**src/rtl/exp_lut_arbiter.sv**
```systemverilog
// rtl/exp_lut_arbiter.sv - round-robin arbiter sharing one e^n integer-part LUT
//
// Purpose: serialises exponent lookups from NUM_REQ requesters onto a single
// table. Each requester gets e^n in 14.18 unsigned fixed point. Each result is
// tagged with the requester index.
//
// Ports:
//   clk        - clock, rising edge
//   rst        - synchronous active-high reset
//   req_valid  - [NUM_REQ] per-requester request valid
//   req_int    - [NUM_REQ*6] per-requester signed exponent, requester i at [6i+5:6i]
//   req_ready  - [NUM_REQ] one-hot grant, combinational, only in IDLE
//   resp_valid - result available
//   resp_ready - consumer accepts the result
//   resp_id    - [ID_W] requester index of the result
//   resp_exp   - [32] e^n, 14 integer bits / 18 fraction bits
//   resp_oor   - exponent was outside -5..9
//   busy       - FSM not in IDLE
//   lookup_cnt - [16] completed responses, saturating
//
// Build option: EXP_ARB_CLAMP_EN - when defined, negative out-of-range exponents
// return 0 and positive ones return 32'hFFFFFFFF. When undefined, every
// out-of-range exponent returns 32'hFFFFFFFF.

module exp_lut_arbiter #(
  parameter int NUM_REQ = 4,
  parameter int ID_W    = $clog2(NUM_REQ)
) (
  input  logic                 clk,
  input  logic                 rst,
  input  logic [NUM_REQ-1:0]   req_valid,
  input  logic [NUM_REQ*6-1:0] req_int,
  output logic [NUM_REQ-1:0]   req_ready,
  output logic                 resp_valid,
  input  logic                 resp_ready,
  output logic [ID_W-1:0]      resp_id,
  output logic [31:0]          resp_exp,
  output logic                 resp_oor,
  output logic                 busy,
  output logic [15:0]          lookup_cnt
);

  typedef enum logic [1:0] {
    S_IDLE   = 2'd0,
    S_LOOKUP = 2'd1,
    S_RESP   = 2'd2
  } state_e;

  state_e          state_q, state_d;
  logic [ID_W-1:0] rr_ptr_q, rr_ptr_d;
  logic [ID_W-1:0] id_q, id_d;
  logic [5:0]      exp_in_q, exp_in_d;
  logic [31:0]     resp_exp_q, resp_exp_d;
  logic            resp_oor_q, resp_oor_d;
  logic [15:0]     cnt_q, cnt_d;

  logic            grant_found;
  logic [ID_W-1:0] grant_idx;
  logic [ID_W:0]   cand;
  logic [ID_W:0]   grant_inc;
  logic [ID_W-1:0] rr_next;
  logic [32:0]     lut;

  // Table lookup: returns {oor, value}. Negative exponents appear as 6-bit
  // two's complement codes (-5 = 6'h3B ... -1 = 6'h3F).
  function automatic logic [32:0] exp_lookup(input logic [5:0] n);
    logic [32:0] r;
    case (n)
      6'h3B:   r = {1'b0, 32'd1766};
      6'h3C:   r = {1'b0, 32'd4801};
      6'h3D:   r = {1'b0, 32'd13051};
      6'h3E:   r = {1'b0, 32'd35477};
      6'h3F:   r = {1'b0, 32'd96437};
      6'h00:   r = {1'b0, 32'd262144};
      6'h01:   r = {1'b0, 32'd712581};
      6'h02:   r = {1'b0, 32'd1936997};
      6'h03:   r = {1'b0, 32'd5265303};
      6'h04:   r = {1'b0, 32'd14312577};
      6'h05:   r = {1'b0, 32'd38905619};
      6'h06:   r = {1'b0, 32'd105756438};
      6'h07:   r = {1'b0, 32'd287475803};
      6'h08:   r = {1'b0, 32'd781440251};
      6'h09:   r = {1'b0, 32'd2124174833};
`ifdef EXP_ARB_CLAMP_EN
      // The sign bit separates underflow (-32..-6) from overflow (10..31).
      default: r = n[5] ? {1'b1, 32'd0} : {1'b1, 32'hFFFF_FFFF};
`else
      default: r = {1'b1, 32'hFFFF_FFFF};
`endif
    endcase
    return r;
  endfunction

  assign lut = exp_lookup(exp_in_q);

  // Round-robin search. It starts at rr_ptr_q, wraps modulo NUM_REQ, and the
  // first valid requester wins.
  always_comb begin : rr_search
    grant_found = 1'b0;
    grant_idx   = '0;
    cand        = '0;
    for (int k = 0; k < NUM_REQ; k++) begin
      cand = {1'b0, rr_ptr_q} + (ID_W+1)'(k);
      if (cand >= (ID_W+1)'(NUM_REQ)) begin
        cand = cand - (ID_W+1)'(NUM_REQ);
      end
      if (!grant_found && req_valid[cand[ID_W-1:0]]) begin
        grant_found = 1'b1;
        grant_idx   = cand[ID_W-1:0];
      end
    end
  end

  assign grant_inc = {1'b0, grant_idx} + (ID_W+1)'(1);
  assign rr_next   = (grant_inc == (ID_W+1)'(NUM_REQ)) ? '0 : grant_inc[ID_W-1:0];

  always_comb begin : fsm_next
    state_d    = state_q;
    rr_ptr_d   = rr_ptr_q;
    id_d       = id_q;
    exp_in_d   = exp_in_q;
    resp_exp_d = resp_exp_q;
    resp_oor_d = resp_oor_q;
    cnt_d      = cnt_q;
    req_ready  = '0;
    case (state_q)
      S_IDLE: begin
        if (grant_found) begin
          req_ready[grant_idx] = 1'b1;
          exp_in_d             = req_int[6*grant_idx +: 6];
          id_d                 = grant_idx;
          rr_ptr_d             = rr_next;
          state_d              = S_LOOKUP;
        end
      end
      S_LOOKUP: begin
        resp_exp_d = lut[31:0];
        resp_oor_d = lut[32];
        state_d    = S_RESP;
      end
      S_RESP: begin
        if (resp_ready) begin
          state_d = S_IDLE;
          if (cnt_q != 16'hFFFF) begin
            cnt_d = cnt_q + 16'd1;
          end
        end
      end
      default: state_d = S_IDLE;
    endcase
  end

  always_ff @(posedge clk) begin
    if (rst) begin
      state_q    <= S_IDLE;
      rr_ptr_q   <= '0;
      id_q       <= '0;
      exp_in_q   <= '0;
      resp_exp_q <= '0;
      resp_oor_q <= 1'b0;
      cnt_q      <= '0;
    end else begin
      state_q    <= state_d;
      rr_ptr_q   <= rr_ptr_d;
      id_q       <= id_d;
      exp_in_q   <= exp_in_d;
      resp_exp_q <= resp_exp_d;
      resp_oor_q <= resp_oor_d;
      cnt_q      <= cnt_d;
    end
  end

  assign resp_valid = (state_q == S_RESP);
  assign busy       = (state_q != S_IDLE);
  assign resp_id    = id_q;
  assign resp_exp   = resp_exp_q;
  assign resp_oor   = resp_oor_q;
  assign lookup_cnt = cnt_q;

endmodule
```
**config.mk**
```make
export PLATFORM = sky130hd
export DESIGN_NAME = exp_lut_arbiter
export DESIGN_NICKNAME = d
export VERILOG_FILES = /design/src/rtl/exp_lut_arbiter.sv
export SDC_FILE = /design/constraint.sdc
export NUM_CORES = 1
export LEC_CHECK = 0
export CORE_ASPECT_RATIO = 0.5
export CORE_MARGIN = 2
export CORE_UTILIZATION = 44
export DETAILED_ROUTE_END_ITERATION = 10
export PLACE_DENSITY = 0.77
export SKIP_CTS_REPAIR_TIMING = 1
export SYNTH_ARGS = -nofsm -noshare
export SYNTH_HDL_FRONTEND = slang
export SYNTH_SLANG_ARGS = --single-unit
```
**constraint.sdc**
```tcl
create_clock -name clk -period 1.7 [get_ports clk]
set_input_delay 0.34 -clock clk [delete_from_list [all_inputs] [get_ports clk]]
set_output_delay 0.34 -clock clk [all_outputs]
set_load 0.005 [all_outputs]
```
==> results.md <==
* Worst setup EP type: output port
* Critical Path Start: rr_ptr_q[1]$_SDFFE_PP0P_
* Area Growth Syn to Fin at 59.63%
* Main combinational cell family by area after synthesis: simple AND/OR/NAND/NOR gates
* Status: complete, but fails checks
* Vias in the first global route at 3255
* Number of flops mapped to enable cells by yosys at 0
* Initial antenna violation count at 0
* Layout cells sized above 1 at 26.59%
* Sequential power share at 31.6%
* Post-DP HPWL at 6747 um
* Vias at 3454
* Starting Density at 44.86%
* Post-synth ARST share at 0%
* Peak supply drop at 552.0 uV
* Antenna-violating nets left at 0
* Clk_lat worst skew at 0.33 ns
* GPL Wtd Cong at 0.9317
* Max Clock Freq at 467.5 MHz
* Comb pwr share at 34.4%
* Die span in y at 64.64 um
* Slew Limit Fails at 0
* Int Pwr at 3.630 mW
* Yosys cell types at 55
* CTS Buffer Depth at 2
* Crit path DAT at 1.80 ns
* Largest net degree at the start of global routing at 23
* Cts bufs inserted at 9
* Compound-Gate Fraction of Synth Area at 19.80%
* Ys Warns at 0
* Syn nets at 443
* Top FF cell, synth: dfxtp_1
* Final hold viol count at 0
* Headroom to the max-slew limit at 58.19%
* DR vias/cell at 5.355
* Total Routing Usage GR at 23.31%
* Critical path class: reg2out
* Yosys reg bits at 58
* R2r startpoint: lookup_cnt[1]$_SDFFE_PP0P_
* Syn avg cell area at 8.109 um2
* Simple-gate share of the synthesized area at 25.02%
* Synth Area in Adders at 5.027%
* Maxcap violations at 0
* Net switching power at 1.583 mW
* Sw frac at 30.37%
* Worst hold slack at 0.4508 ns
* Minimum clock period at 2.139 ns
* Final Cycle Share at 125.8%
* RSZ-0062 raised after global routing: yes
* Setup slack after layout at -0.4390 ns
* Die area at 0.008097 mm2
* Setup violations, final at 6
* Post-Syn Instances at 399
* Sequential element share of the synthesized area at 35.89%
* DRT iter0 DRCs at 258
* Leak at 2.057 nW
* Slew at the pin closest to its max-slew limit at 0.6272 ns
* Pwr/cell area at 1009 mW/mm2
* CTS tree: yes
* H-tree levels at 3
* First-pass GRT wire length at 15170 um
* Layout Nets at 588
* Failing checks: setup timing
* Buffers on Ports at 87
* TNS Setup at -1.498 ns
* # clock sinks at 58
* Core Rows at 22
* Clk root buf: clkbuf_16
* Die Width at 125.3 um
* Setup crit start kind: flop
* Final WL at 9524 um
* Number of top-level pins at 88
* Worst Hold Class: reg2reg
* Remaining Overflow, GRT at 0
* Diode count at 0
* CP required at 1.36 ns
* Crit-path max FO at 4
* Clock slew at reported path FFs at 0.05 ns
* Drt pass-1 iters at 5
* Cell Area, Synth at 0.003236 mm2
* Min-Delay Startpoint: resp_id[0]$_SDFFE_PP0P_
* Core area at 0.007212 mm2
* DR WL/cell at 14.77 um
* Final setup skew at 0.004326 ns
* Mux cell area share after synthesis at 4.950%
* # DRC at 0
* Clock Power Share at 34.0%
* XOR/XNOR Fraction of Synth Area at 4.060%
## state kept, by name, summed over array words and instances, names as in the netlist
signal	cells
resp_exp	30
lookup_cnt	16
exp_in_q	6
resp_id	2
rr_ptr_q	2
state_q	2
## cell type report
| type | instances | area [um2] |
|---|---|---|
| clock buffer | 15 | 297.8 |
| clock inverter | 1 | 5.005 |
| fill | 558 | 2047 |
| inverter | 11 | 41.29 |
| multi-input combinational | 302 | 2056 |
| sequential | 58 | 1184 |
| tap | 96 | 120.1 |
| timing repair buffer | 162 | 1461 |
## synthesized netlist by cell type (7+ instances only)
cell	count	area share (%)
a211oi_1	15	3.5
a21oi_1	33	5.1
clkbuf_1	18	2.1
dfxtp_1	58	36
ha_1	13	5.0
inv_1	11	1.3
mux2i_1	16	4.9
nand2_1	43	5.0
nand3_1	7	1.1
nor2_1	48	5.6
nor3_1	10	1.5
o21ai_0	13	2.0
o221ai_1	7	1.9
or3_1	8	1.5
xnor2_1	15	4.1
## kinds of logic after synthesis
group	count (synthesis)
simple gates	162
compound gates	96
flops	58
buf+inv	39
mux	16
xor+xnor	15
fa+ha+maj	13
## worst paths after layout
path | cells past startpoint | slack, ns | to
hold reg to reg | 2 | 0.45 | resp_id[0]$_SDFFE_PP0P_
setup / recovery | 8 | -0.44 | req_ready[3]
hold / removal | 2 | 0.45 | resp_id[0]$_SDFFE_PP0P_
setup reg to reg | 6 | -0.06 | lookup_cnt[2]$_SDFFE_PP0P_
## critical path, cell delays in order (launching register included)
cell      delay, ns
dfxtp_4        0.36
mux2i_1        0.18
nor2_1         0.07
a311oi_2       0.26
buf_4          0.18
buf_6          0.09
ha_4           0.12
and2_4         0.13
buf_6          0.09
## routing by layer
metal / track usage [%] / share of wire [%]
met1: 29.24 / 46
met2: 38.38 / 48
met3: 6.854 / 4.9
met4: 8.889 / 1.4
met5: 0 / 0
## stage by stage
| step | instance area, um2 | util [%] | power [mW] | setup WS, ns | cells |
|---|---|---|---|---|---|
| after CTS | 4931 | 68.37 | 5.131 | -0.9192 | 637 |
| after detailed placement | 4628 | 64.17 | 3.334 | -0.9152 | 621 |
| after global routing | 5165 | 71.62 | 5.471 | -0.5330 | 645 |
| after global placement | 4628 | 64.17 | 3.309 | -0.7692 | 621 |
| final | 5165 | 71.62 | 5.213 | -0.4390 | 645 |
| after floorplan | 3263 | - | 2.542 | 0.0008572 | 399 |
## placed cells by master (no fill, tap or decap), types with 7 or more instances in the layout
cell type        count
ha_1                 9
nor2_1              48
inv_1               10
nor3_1              10
dfxtp_1             44
dfxtp_2             12
xnor2_1             15
o21ai_0             12
buf_4               71
clkbuf_16            9
a21oi_1             30
a211oi_1            14
mux2i_1             16
dlymetal6s2s_1       7
clkdlybuf4s50_1     76
o221ai_1             7
nand2_1             43
or3_1                7
## power groups by stage
stage / Combinational (mW) / Clock (mW) / Sequential, mW
final: 1.79 / 1.77 / 1.65
after floorplan: 0.887 / 0 / 1.65
after detailed placement: 1.67 / 0 / 1.67
after CTS: 1.69 / 1.80 / 1.64
after global placement: 1.65 / 0 / 1.66
after global routing: 1.94 / 1.86 / 1.67
No activity file was read; power rests on OpenSTA's default activity.
